<file path="src/rtl/mc_ctrl_if.sv">
// Controller <-> datapath bundle: instruction fields and flags in, strobes/selects/status out.
// Purely wiring; no latency of its own.
// No backpressure beyond mem_ready, which the controller samples only in FETCH and MEM.
interface mc_ctrl_if #(
  parameter int CNT_W = 32
);
  // datapath -> controller
  logic [5:0]       op;
  logic [5:0]       funct;
  logic             zero;
  logic             mem_ready;
  // controller -> datapath strobes
  logic             pc_we;
  logic             ir_we;
  logic             reg_we;
  logic             mem_re;
  logic             mem_we;
  // controller -> datapath selects
  logic             iord;
  logic             alu_src_a;
  logic             reg_dst;
  logic             mem_to_reg;
  logic             ext_op;
  logic [1:0]       alu_src_b;
  logic [1:0]       pc_src;
  logic [5:0]       aluop;
  // status
  logic [2:0]       state;
  logic             illegal;
  logic [CNT_W-1:0] instr_cnt;

  // controller side
  modport master (
    input  op, funct, zero, mem_ready,
    output pc_we, ir_we, reg_we, mem_re, mem_we,
    output iord, alu_src_a, reg_dst, mem_to_reg, ext_op, alu_src_b, pc_src, aluop,
    output state, illegal, instr_cnt
  );

  // datapath side
  modport slave (
    output op, funct, zero, mem_ready,
    input  pc_we, ir_we, reg_we, mem_re, mem_we,
    input  iord, alu_src_a, reg_dst, mem_to_reg, ext_op, alu_src_b, pc_src, aluop,
    input  state, illegal, instr_cnt
  );
endinterface

</file>
<file path="src/rtl/mc_ctrl.sv">
// Multicycle MIPS-subset control FSM (FETCH/DECODE/EXEC/MEM/WB); outputs are combinational from state and inputs.
// Latency: j 2, beq 3, ALU ops 4, sw 4, lw 5 cycles; each mem_ready=0 cycle in FETCH/MEM adds one.
// Backpressure: mem_ready low holds FETCH/MEM with the memory strobe asserted. Optional MC_CTRL_PERF_CNT_EN adds a retired-instruction counter.
module mc_ctrl #(
  parameter int CNT_W = 32
) (
  input  logic       clk,
  input  logic       rst,
  mc_ctrl_if.master  ctrl_bus
);

  localparam logic [5:0] ALU_ADDU = 6'h21;
  localparam logic [5:0] ALU_SUBU = 6'h23;
  localparam logic [5:0] ALU_ADD  = 6'h20;
  localparam logic [5:0] ALU_AND  = 6'h24;
  localparam logic [5:0] ALU_OR   = 6'h25;
  localparam logic [5:0] ALU_SLT  = 6'h2A;
  localparam logic [5:0] ALU_LUI  = 6'h0F;

  typedef enum logic [2:0] {
    S_FETCH  = 3'd0,
    S_DECODE = 3'd1,
    S_EXEC   = 3'd2,
    S_MEM    = 3'd3,
    S_WB     = 3'd4
  } state_t;

  state_t     r_state;
  state_t     w_next;
  logic       w_done;
  logic       w_is_r;
  logic       w_is_addiu;
  logic       w_is_ori;
  logic       w_is_lui;
  logic       w_is_lw;
  logic       w_is_sw;
  logic       w_is_beq;
  logic       w_is_j;
  logic       w_legal;
  logic [5:0] w_r_aluop;

  // Instruction decode from the IR fields; R-type legality depends on funct.
  always_comb begin
    w_is_r    = 1'b0;
    w_r_aluop = ALU_ADDU;
    if (ctrl_bus.op == 6'h00) begin
      w_is_r = 1'b1;
      case (ctrl_bus.funct)
        6'h21:   w_r_aluop = ALU_ADDU;
        6'h23:   w_r_aluop = ALU_SUBU;
        6'h20:   w_r_aluop = ALU_ADD;
        6'h24:   w_r_aluop = ALU_AND;
        6'h25:   w_r_aluop = ALU_OR;
        6'h2A:   w_r_aluop = ALU_SLT;
        default: w_is_r    = 1'b0;
      endcase
    end
    w_is_addiu = (ctrl_bus.op == 6'h09);
    w_is_ori   = (ctrl_bus.op == 6'h0D);
    w_is_lui   = (ctrl_bus.op == 6'h0F);
    w_is_lw    = (ctrl_bus.op == 6'h23);
    w_is_sw    = (ctrl_bus.op == 6'h2B);
    w_is_beq   = (ctrl_bus.op == 6'h04);
    w_is_j     = (ctrl_bus.op == 6'h02);
    w_legal    = w_is_r | w_is_addiu | w_is_ori | w_is_lui | w_is_lw |
                 w_is_sw | w_is_beq | w_is_j;
  end

  // Per-state strobes/selects and next state; reset forces every output quiet.
  always_comb begin
    ctrl_bus.pc_we      = 1'b0;
    ctrl_bus.ir_we      = 1'b0;
    ctrl_bus.reg_we     = 1'b0;
    ctrl_bus.mem_re     = 1'b0;
    ctrl_bus.mem_we     = 1'b0;
    ctrl_bus.iord       = 1'b0;
    ctrl_bus.alu_src_a  = 1'b0;
    ctrl_bus.reg_dst    = 1'b0;
    ctrl_bus.mem_to_reg = 1'b0;
    ctrl_bus.ext_op     = 1'b0;
    ctrl_bus.alu_src_b  = 2'b00;
    ctrl_bus.pc_src     = 2'b00;
    ctrl_bus.aluop      = ALU_ADDU;
    ctrl_bus.illegal    = 1'b0;
    w_next              = r_state;
    w_done              = 1'b0;
    case (r_state)
      S_FETCH: begin
        ctrl_bus.mem_re = 1'b1;
        if (ctrl_bus.mem_ready) begin
          ctrl_bus.ir_we     = 1'b1;
          ctrl_bus.pc_we     = 1'b1;
          ctrl_bus.alu_src_b = 2'b01;
          w_next             = S_DECODE;
        end
      end
      S_DECODE: begin
        // ALU precomputes the branch target while the opcode is examined
        ctrl_bus.alu_src_b = 2'b11;
        if (!w_legal) begin
          ctrl_bus.illegal = 1'b1;
          w_next           = S_FETCH;
        end else if (w_is_j) begin
          ctrl_bus.pc_we  = 1'b1;
          ctrl_bus.pc_src = 2'b10;
          w_next          = S_FETCH;
          w_done          = 1'b1;
        end else begin
          w_next = S_EXEC;
        end
      end
      S_EXEC: begin
        if (w_is_r) begin
          ctrl_bus.alu_src_a = 1'b1;
          ctrl_bus.aluop     = w_r_aluop;
          w_next             = S_WB;
        end else if (w_is_addiu | w_is_ori | w_is_lui) begin
          ctrl_bus.alu_src_a = 1'b1;
          ctrl_bus.alu_src_b = 2'b10;
          ctrl_bus.ext_op    = w_is_addiu;
          ctrl_bus.aluop     = w_is_ori ? ALU_OR : (w_is_lui ? ALU_LUI : ALU_ADDU);
          w_next             = S_WB;
        end else if (w_is_lw | w_is_sw) begin
          // effective address = rs + sign-extended offset
          ctrl_bus.alu_src_a = 1'b1;
          ctrl_bus.alu_src_b = 2'b10;
          ctrl_bus.ext_op    = 1'b1;
          w_next             = S_MEM;
        end else if (w_is_beq) begin
          ctrl_bus.alu_src_a = 1'b1;
          ctrl_bus.aluop     = ALU_SUBU;
          ctrl_bus.pc_src    = 2'b01;
          ctrl_bus.pc_we     = ctrl_bus.zero;
          w_next             = S_FETCH;
          w_done             = 1'b1;
        end else begin
          w_next = S_FETCH;
        end
      end
      S_MEM: begin
        ctrl_bus.iord = 1'b1;
        if (w_is_lw) begin
          ctrl_bus.mem_re = 1'b1;
          if (ctrl_bus.mem_ready) w_next = S_WB;
        end else if (w_is_sw) begin
          ctrl_bus.mem_we = 1'b1;
          if (ctrl_bus.mem_ready) begin
            w_next = S_FETCH;
            w_done = 1'b1;
          end
        end else begin
          w_next = S_FETCH;
        end
      end
      S_WB: begin
        ctrl_bus.reg_we     = 1'b1;
        ctrl_bus.reg_dst    = w_is_r;
        ctrl_bus.mem_to_reg = w_is_lw;
        w_next              = S_FETCH;
        w_done              = 1'b1;
      end
      default: w_next = S_FETCH;
    endcase
    if (!rst) begin
      ctrl_bus.pc_we      = 1'b0;
      ctrl_bus.ir_we      = 1'b0;
      ctrl_bus.reg_we     = 1'b0;
      ctrl_bus.mem_re     = 1'b0;
      ctrl_bus.mem_we     = 1'b0;
      ctrl_bus.iord       = 1'b0;
      ctrl_bus.alu_src_a  = 1'b0;
      ctrl_bus.reg_dst    = 1'b0;
      ctrl_bus.mem_to_reg = 1'b0;
      ctrl_bus.ext_op     = 1'b0;
      ctrl_bus.alu_src_b  = 2'b00;
      ctrl_bus.pc_src     = 2'b00;
      ctrl_bus.aluop      = ALU_ADDU;
      ctrl_bus.illegal    = 1'b0;
    end
  end

  // State register with synchronous active-low reset.
  always_ff @(posedge clk) begin
    if (!rst) r_state <= S_FETCH;
    else      r_state <= w_next;
  end

  assign ctrl_bus.state = r_state;

`ifdef MC_CTRL_PERF_CNT_EN
  logic [CNT_W-1:0] r_instr_cnt;

  // Retired-instruction counter: bumps on each legal completion returning to FETCH, wraps naturally.
  always_ff @(posedge clk) begin
    if (!rst)                              r_instr_cnt <= '0;
    else if (w_done && w_next == S_FETCH)  r_instr_cnt <= r_instr_cnt + 1'b1;
  end

  assign ctrl_bus.instr_cnt = r_instr_cnt;
`else
  logic w_done_unused;
  assign w_done_unused      = w_done;
  assign ctrl_bus.instr_cnt = '0;
`endif

endmodule
</file>
<file path="src/flat_wrapper.sv">
// flat-port wrapper written by rule: the top's interface ports become plain ports
module mc_ctrl_flat 
#(
  parameter int CNT_W = 32
)
  (clk, rst, ctrl_bus_op, ctrl_bus_funct, ctrl_bus_zero, ctrl_bus_mem_ready, ctrl_bus_pc_we, ctrl_bus_ir_we, ctrl_bus_reg_we, ctrl_bus_mem_re, ctrl_bus_mem_we, ctrl_bus_iord, ctrl_bus_alu_src_a, ctrl_bus_reg_dst, ctrl_bus_mem_to_reg, ctrl_bus_ext_op, ctrl_bus_alu_src_b, ctrl_bus_pc_src, ctrl_bus_aluop, ctrl_bus_state, ctrl_bus_illegal, ctrl_bus_instr_cnt);
  mc_ctrl_if #(.CNT_W(CNT_W)) ctrl_bus_i ();
  input  logic clk;
  input  logic rst;
  input wire logic [$bits(ctrl_bus_i.op)-1:0] ctrl_bus_op;
  input wire logic [$bits(ctrl_bus_i.funct)-1:0] ctrl_bus_funct;
  input wire logic [$bits(ctrl_bus_i.zero)-1:0] ctrl_bus_zero;
  input wire logic [$bits(ctrl_bus_i.mem_ready)-1:0] ctrl_bus_mem_ready;
  output wire logic [$bits(ctrl_bus_i.pc_we)-1:0] ctrl_bus_pc_we;
  output wire logic [$bits(ctrl_bus_i.ir_we)-1:0] ctrl_bus_ir_we;
  output wire logic [$bits(ctrl_bus_i.reg_we)-1:0] ctrl_bus_reg_we;
  output wire logic [$bits(ctrl_bus_i.mem_re)-1:0] ctrl_bus_mem_re;
  output wire logic [$bits(ctrl_bus_i.mem_we)-1:0] ctrl_bus_mem_we;
  output wire logic [$bits(ctrl_bus_i.iord)-1:0] ctrl_bus_iord;
  output wire logic [$bits(ctrl_bus_i.alu_src_a)-1:0] ctrl_bus_alu_src_a;
  output wire logic [$bits(ctrl_bus_i.reg_dst)-1:0] ctrl_bus_reg_dst;
  output wire logic [$bits(ctrl_bus_i.mem_to_reg)-1:0] ctrl_bus_mem_to_reg;
  output wire logic [$bits(ctrl_bus_i.ext_op)-1:0] ctrl_bus_ext_op;
  output wire logic [$bits(ctrl_bus_i.alu_src_b)-1:0] ctrl_bus_alu_src_b;
  output wire logic [$bits(ctrl_bus_i.pc_src)-1:0] ctrl_bus_pc_src;
  output wire logic [$bits(ctrl_bus_i.aluop)-1:0] ctrl_bus_aluop;
  output wire logic [$bits(ctrl_bus_i.state)-1:0] ctrl_bus_state;
  output wire logic [$bits(ctrl_bus_i.illegal)-1:0] ctrl_bus_illegal;
  output wire logic [$bits(ctrl_bus_i.instr_cnt)-1:0] ctrl_bus_instr_cnt;
  assign ctrl_bus_i.op = ctrl_bus_op;
  assign ctrl_bus_i.funct = ctrl_bus_funct;
  assign ctrl_bus_i.zero = ctrl_bus_zero;
  assign ctrl_bus_i.mem_ready = ctrl_bus_mem_ready;
  assign ctrl_bus_pc_we = ctrl_bus_i.pc_we;
  assign ctrl_bus_ir_we = ctrl_bus_i.ir_we;
  assign ctrl_bus_reg_we = ctrl_bus_i.reg_we;
  assign ctrl_bus_mem_re = ctrl_bus_i.mem_re;
  assign ctrl_bus_mem_we = ctrl_bus_i.mem_we;
  assign ctrl_bus_iord = ctrl_bus_i.iord;
  assign ctrl_bus_alu_src_a = ctrl_bus_i.alu_src_a;
  assign ctrl_bus_reg_dst = ctrl_bus_i.reg_dst;
  assign ctrl_bus_mem_to_reg = ctrl_bus_i.mem_to_reg;
  assign ctrl_bus_ext_op = ctrl_bus_i.ext_op;
  assign ctrl_bus_alu_src_b = ctrl_bus_i.alu_src_b;
  assign ctrl_bus_pc_src = ctrl_bus_i.pc_src;
  assign ctrl_bus_aluop = ctrl_bus_i.aluop;
  assign ctrl_bus_state = ctrl_bus_i.state;
  assign ctrl_bus_illegal = ctrl_bus_i.illegal;
  assign ctrl_bus_instr_cnt = ctrl_bus_i.instr_cnt;
  mc_ctrl #(.CNT_W(CNT_W)) u_core (.clk(clk), .rst(rst), .ctrl_bus(ctrl_bus_i));
endmodule
</file>
<file path="config.mk">
export PLATFORM = sky130hd
export DESIGN_NAME = mc_ctrl_flat
export DESIGN_NICKNAME = d
export VERILOG_FILES = /design/src/rtl/mc_ctrl_if.sv /design/src/rtl/mc_ctrl.sv /design/src/flat_wrapper.sv
export SDC_FILE = /design/constraint.sdc
export NUM_CORES = 1
export LEC_CHECK = 0
export CORE_UTILIZATION = 31
export CTS_CLUSTER_SIZE = 16
export DETAILED_ROUTE_END_ITERATION = 16
export GPL_TIMING_DRIVEN = 0
export PLACE_DENSITY = 0.78
export SYNTH_ARGS = -nofsm -noshare
export SYNTH_HDL_FRONTEND = slang
export SYNTH_SLANG_ARGS = --single-unit
</file>
<file path="constraint.sdc">
create_clock -name clk -period 2.2 [get_ports clk]
set_clock_uncertainty 0.1 [all_clocks]
set_input_delay 0.44 -clock clk [delete_from_list [all_inputs] [get_ports clk]]
set_output_delay 0.44 -clock clk [all_outputs]
set_load 0.03 [all_outputs]
</file>
==> impl_results.md, run 1 <==
- Result of the run: complete, but fails checks
- Failing checks: negative setup slack
- HP Class: in2reg
- Max Fclk: 410.5 MHz
- Worst path top cell family by delay: compound AO/OA/AOI/OAI gates
- Quantity of hold-fixing buffers added after cts: 0
- Placement Cell Area: 1440 um^2
- Total CTS buffers: 3
- Synth Cell Area: 818.3 um^2
- Register area share after synthesis: 0.07339
- Drt total wl: 3481 um
- Final hold violation count: 0
- Hold path cells: 3
- #FFs+latches synth: 3
- Synthesized area per cell: 6.546 um^2
- HPWL Detailed: 1893 um
- Gr ovfl total: 0
- Drt wl/cell: 13.92 um
- Setup_tns: -0.9250 ns
- Port Buf Inserts: 37
- Die Wd: 53.38 um
- Slowest-stage cell, CP: a311oi_4
- Fin area: 1782 um^2
- Initial drt markers: 42
- Area growth syn-to-layout: 117.7%
- Critical path depth: 8
- Post-Place Setup Slack: -1.408 ns
- Detailed-route via count: 1211
- Critical Path Source Type: input pin
- Unique masters post-synth: 37
- Clock buffer depth: 2
- Worst setup slack after layout: -0.2358 ns
- Vias per cell: 4.844
- Synth warn: 0
- Most frequent cells in the layout: 58 x buf_4, 33 x conb_1, 11 x buf_6
- Initial core utilization: 0.3303
- Clk sinks: 3
- WP buf/inv: 3
- RSZ-0062 raised after global routing: true
- Gpl congestion: 0.8499
- IO Pins: 72
- Number of global-route vias before repair: 985
- Crit end category: output port
- Initial antenna violation count: 0
- Crit path arrival time: 1.90 ns
- Die Span Y: 53.38 um
- Crit-path cells: buf_8 > nor2b_4 > a311oi_4 > nor4_4 > buf_4 > a2111oi_4 > and3_4 > buf_6
- Share of cells above drive strength 1: 0.5909
- Die ar.: 2849 um^2
- Core ar.: 2477 um^2
- CTS tree: yes
- Largest stage delay on the critical path: 0.36 ns
- Tcrit/Tclk final: 1.107
- Number of flip-flops in the largest register: 3
- CP required: 1.66 ns
- Clock transition at path regs: 0.04 ns
- Syn Inst Count: 125
- Leak Pwr: 0.8825 nW
- Row cnt: 18
- Slew Viols, Final: 0
- Post-route ant nets: 0
- Peak VDD IR: 0.2092 mV
- H-tree depth: 1
- Crit path kind: in2out
- Final Setup Violations: 6
- Largest net degree at the start of global routing: 11
- First-pass GRT wire length: 4436 um
- Ant diodes: 0
- Most common cell after layout, fill and taps aside: buf_4
- Clk root buf: clkbuf_4
- Nets: 237
- Period minus WS final: 2.436 ns
- DRC violations left: 0
- Pre-antenna DRT Iters: 4
- R2R depth: 3
- PwrDens: 262.6 nW/um^2
- Clock Latency Late Sink: 0.24 ns
- Total track usage: 0.2124
- Maxcap violations: 0
- Critical Path Fanout Max: 2
==> stage by stage <==
stage	cells	total power [W]	hold slack [ns]	util
global route	250	0.0004896	0.5432	0.7192
global placement	224	0.0003023	0.4622	0.5813
detailed placement	224	0.0003038	0.4671	0.5813
CTS	243	0.0004330	0.4665	0.6753
finish	250	0.0004678	0.5310	0.7192
floorplan	157	0.0002454	0.4932	-
==> worst paths after layout <==
path / from / to / slack (ns)
max: ctrl_bus_funct[1] / ctrl_bus_illegal / -0.24
max reg2reg: u_core.ctrl_bus.state[1] / u_core.ctrl_bus.state[2] / 0.85
min: ctrl_bus_op[2] / u_core.ctrl_bus.state[2] / 0.53
min reg2reg: u_core.ctrl_bus.state[1] / u_core.ctrl_bus.state[2] / 0.60
==> worst register-to-register path: stages, from the launching register on <==
cell and delay [ns]:
dfxtp_1 0.46, buf_2 0.28, a32oi_1 0.15, a221oi_2 0.28
==> what timing repair did <==
action,CTS,global route
buffers inserted,16,10
endpoints found under the setup margin,22,18
gates resized for setup,180,32
pin swaps,16,14
==> cell usage after synthesis <==
| library cell | n | area share |
|---|---|---|
| buf_2 | 1 | 0.0061 |
| nor4_2 | 1 | 0.015 |
| clkbuf_1 | 2 | 0.0092 |
| o211ai_1 | 1 | 0.0092 |
| nor3_1 | 5 | 0.031 |
| nand2b_1 | 3 | 0.023 |
| a311oi_1 | 1 | 0.011 |
| buf_4 | 33 | 0.30 |
| nand4b_1 | 1 | 0.011 |
| a2111oi_2 | 1 | 0.018 |
| a32oi_1 | 1 | 0.011 |
| or3b_2 | 1 | 0.011 |
| or2_1 | 1 | 0.0077 |
| o22ai_1 | 1 | 0.0077 |
| nor2_1 | 15 | 0.069 |
| nand3_1 | 7 | 0.043 |
| o21ai_0 | 1 | 0.0061 |
| or2_2 | 1 | 0.0077 |
| conb_1 | 1 | 0.0046 |
| nand2_1 | 10 | 0.046 |
| or3_1 | 1 | 0.0077 |
| a31oi_1 | 2 | 0.015 |
| inv_1 | 3 | 0.014 |
| buf_6 | 1 | 0.014 |
| nor2b_1 | 5 | 0.038 |
| dfxtp_1 | 3 | 0.073 |
| and3_2 | 1 | 0.0092 |
| a21oi_1 | 6 | 0.037 |
| nor4_1 | 1 | 0.0077 |
| or4_4 | 1 | 0.014 |
| o21bai_1 | 1 | 0.0092 |
| o21a_1 | 1 | 0.0092 |
| nand3b_1 | 2 | 0.018 |
| xor2_1 | 1 | 0.011 |
| a221oi_2 | 1 | 0.018 |
| and3_1 | 5 | 0.038 |
| nor3b_1 | 2 | 0.018 |
==> layer usage <==
metal	vias up	global-route usage	wire length (um)
met3	16	0.01149	286
met4	0	0.1009	151
met2	90	0.3771	1676
li1	557	-	-
met5	-	0	0
met1	548	0.2546	1366
==> layout make-up <==
cell class | instances | area, um^2
fillers | 189 | 695.7
flip-flops and latches | 3 | 60.06
clock buffers | 4 | 26.28
inverters | 3 | 11.26
plain buffers | 36 | 272.8
well taps | 30 | 37.54
multi-input cells | 114 | 838.3
repair buffers | 60 | 535.5
==> cell families after synthesis <==
family	after synthesis	share of synthesized area
AOI/OAI and AO/OA	17	0.1514
xor gates and xnor gates	1	0.01071
buffers and inverters	40	0.3456
DFF	3	0.07340
other	1	0.004583
and+or+nand+nor	63	0.4144
==> where the power goes <==
part / internal, W / switching [W] / leakage (nW)
combinational: 0.000129 / 0.000178 / 0.843
clock: 0.0000684 / 0.0000348 / 0.0150
sequential: 0.0000560 / 0.00000190 / 0.0244
total: 0.000253 / 0.000215 / 0.882
No activity file was read; power rests on OpenSTA's default activity.
==> inputs of run 2 (changes only) <==
--- a/config.mk
+++ b/config.mk
@@ -5,11 +5,12 @@
 export SDC_FILE = /design/constraint.sdc
 export NUM_CORES = 1
 export LEC_CHECK = 0
-export CORE_UTILIZATION = 31
+export CORE_UTILIZATION = 32
+export CTS_BUF_LIST = sky130_fd_sc_hd__clkbuf_4
 export CTS_CLUSTER_SIZE = 16
 export DETAILED_ROUTE_END_ITERATION = 16
 export GPL_TIMING_DRIVEN = 0
-export PLACE_DENSITY = 0.78
+export PLACE_DENSITY = 0.8
 export SYNTH_ARGS = -nofsm -noshare
 export SYNTH_HDL_FRONTEND = slang
 export SYNTH_SLANG_ARGS = --single-unit
==> run 2 against run 1 <==
  * The flow still finishes with violations (negative setup slack)
  * Sequential share of layout area is 0.11 points lower
  * Highest routed layer unchanged
  * Hold slack better by 0.0086 ns
  * Die area down 3.0%
  * Clock power increased by 15%
  * Setup slack better by 0.038 ns
  * Largest cell class is now buffers
==> impl_results.md, run 2 (synthesis results as in run 1) <==
- Quantity of hold-fixing buffers added after cts: 0 (unchanged)
- PwrDens: 261.5 nW/um^2 (was 262.6 nW/um^2)
- RSZ-0062 raised after global routing: true (unchanged)
- Largest stage delay on the critical path: 0.42 ns (was 0.36 ns)
- Most common cell after layout, fill and taps aside: buf_4 (unchanged)
- Hold_sp: u_core.ctrl_bus.state[1] (was ctrl_bus_op[2])
- Period minus WS final: 2.398 ns (was 2.436 ns)
- Die Wd: 52.57 um (was 53.38 um)
- Row cnt: 17 (was 18)
- Area growth syn-to-layout: 134.4% (was 117.7%)
- Crit path from: ctrl_bus_op[3] (was ctrl_bus_funct[1])
- Initial core utilization: 0.3529 (was 0.3303)
- Crit path kind: in2out (unchanged)
- Core ar.: 2318 um^2 (was 2477 um^2)
- Worst setup slack after layout: -0.1975 ns (was -0.2358 ns)
- HP Class: reg2reg (was in2reg)
- Worst path most repeated cell: buf_12
- Initial antenna violation count: 0 (unchanged)
- Clock transition at path regs: 0.04 ns (about the same)
- Crit-path cells: buf_12 > or3_4 > nor4_4 > buf_12 > a31oi_4 > nor2_2 > buf_6 (was buf_8 > nor2b_4 > a311oi_4 > nor4_4 > buf_4 > a2111oi_4 > and3_4 > buf_6)
- WP buf/inv: 3 (unchanged)
- Most frequent cells in the layout: 69 x buf_4, 33 x conb_1, 15 x buf_6 (was 58 x buf_4, 33 x conb_1, 11 x buf_6)
- Critical R2R Launch: u_core.ctrl_bus.state[0] (was u_core.ctrl_bus.state[1])
- Total CTS buffers: 3 (unchanged)
- Clock Latency Late Sink: 0.24 ns (about the same)
- Leak Pwr: 0.9620 nW (was 0.8825 nW)
- Clock buffer depth: 2 (unchanged)
- Nets: 247 (was 237)
- Slew Viols, Final: 0 (unchanged)
- IO Pins: 72 (unchanged)
- HPWL Detailed: 1932 um (was 1893 um)
- Vias per cell: 4.744 (was 4.844)
- Pre-antenna DRT Iters: 4 (unchanged)
- Result of the run: complete, but fails checks (unchanged)
- Maxcap violations: 0 (unchanged)
- Gr ovfl total: 0 (unchanged)
- First-pass GRT wire length: 4892 um (was 4436 um)
- Number of global-route vias before repair: 1052 (was 985)
- Largest net degree at the start of global routing: 11 (unchanged)
- Post-route ant nets: 0 (unchanged)
- Final Setup Violations: 10 (was 6)
- Drt total wl: 3820 um (was 3481 um)
- Clk root buf: clkbuf_4 (unchanged)
- Port Buf Inserts: 37 (unchanged)
- Die ar.: 2764 um^2 (was 2849 um^2)
- DRC violations left: 0 (unchanged)
- Gpl congestion: 0.8406 (was 0.8499)
- Drt wl/cell: 14.81 um (was 13.92 um)
- Ant diodes: 0 (unchanged)
- Number of flip-flops in the largest register: 3 (unchanged)
- Initial drt markers: 33 (was 42)
- Critical Path Source Type: input pin (unchanged)
- Die Span Y: 52.57 um (was 53.38 um)
- Clk sinks: 3 (unchanged)
- Peak VDD IR: 0.2867 mV (was 0.2092 mV)
- Slowest-stage cell, CP: or3_4 (was a311oi_4)
- CP required: 1.66 ns (about the same)
- Critical Path Fanout Max: 5 (was 2)
- Max Fclk: 417.1 MHz (was 410.5 MHz)
- Worst path top cell family by delay: simple AND/OR/NAND/NOR gates (was compound AO/OA/AOI/OAI gates)
- Share of cells above drive strength 1: 0.6348 (was 0.5909)
- Final hold violation count: 0 (unchanged)
- Crit path arrival time: 1.86 ns (was 1.90 ns)
- Total track usage: 0.2407 (was 0.2124)
- Layout Utilization: 0.8273 (was 0.7192)
- Post-Place Setup Slack: -1.420 ns (was -1.408 ns)
- Failing checks: negative setup slack (unchanged)
- CTS tree: yes (unchanged)
- Crit end category: output port (unchanged)
- Tcrit/Tclk final: 1.090 (was 1.107)
- H-tree depth: 1 (unchanged)
- Detailed-route via count: 1224 (was 1211)
==> run 2: changes by cell type in the layout (fill, tap and decap cells not counted), moves of 2 or more <==
| cell | change |
|---|---|
| buf_8 | -4 |
| clkbuf_4 | -2 |
| clkdlybuf4s15_1 | +2 |
| nor2_2 | -2 |
| dfxtp_2 | +2 |
| buf_6 | +4 |
| buf_2 | -3 |
| dlygate4sd2_1 | -2 |
| dfxtp_1 | -2 |
| buf_4 | +11 |
| buf_12 | +3 |
| nor3_1 | -2 |
==> run 2: worst reg2reg max path, stage by stage (launching register included) <==
cell and delay (ns):
dfxtp_1 0.42, clkbuf_2 0.29, nand2_1 0.13, nor2_1 0.17, nand2_1 0.08, o22ai_1 0.15
==> run 2: area by class of cell <==
class | instances | area, um^2
multi-input combinational | 114 | 862.1
timing repair buffer | 70 | 639.4
fill | 144 | 400.4
buffer | 36 | 277.8
sequential | 3 | 62.56
tap | 28 | 35.03
clock buffer | 4 | 30.03
inverter | 3 | 11.26
==> run 2: where the power goes <==
group / switching [W] / internal, W / total, W
Combinational: 0.000183 / 0.000142 / 0.000325
Sequential: 0.00000228 / 0.0000560 / 0.0000583
Clock: 0.0000372 / 0.0000808 / 0.000118
Total: 0.000223 / 0.000279 / 0.000501
==> run 2: per-stage QoR <==
| step | TNS, ns | power (W) | instances | hold WS, ns | cell area [um^2] |
|---|---|---|---|---|---|
| floorplan | -1.034 | 0.0002454 | 157 | 0.4932 | 1032 |
| global placement | -19.06 | 0.0003015 | 222 | 0.4644 | 1438 |
| detailed placement | -19.50 | 0.0003031 | 222 | 0.4535 | 1438 |
| CTS | -0.6424 | 0.0004494 | 240 | 0.4811 | 1705 |
| global route | -1.500 | 0.0005254 | 258 | 0.5605 | 1918 |
| finish | -1.130 | 0.0005015 | 258 | 0.5396 | 1918 |
==> run 2: timing repair <==
item	in CTS	in global routing
setup buffers	16	21
pin swaps	17	14
hold endpoints to repair	0	0
resized for setup	183	46
endpoints found under the setup margin	22	17
==> run 2: path summary, 6_finish.rpt <==
path                               to  slack (ns)  cells past startpoint
max                 ctrl_bus_aluop[1]       -0.20                      7
min          u_core.ctrl_bus.state[2]        0.54                      3
max reg2reg  u_core.ctrl_bus.state[1]        0.79                      5
min reg2reg  u_core.ctrl_bus.state[2]        0.54                      3
==> run 2: metal layers <==
metal / routed length (um) / vias to the layer above / global-route usage / share of wire
met3: 263 / 8 / 0.04928 / 0.069
met4: 79 / 0 / 0.09211 / 0.021
met1: 1589 / 569 / 0.2684 / 0.42
li1: - / 575 / - / -
met5: 0 / - / 0 / 0
met2: 1887 / 72 / 0.4388 / 0.49
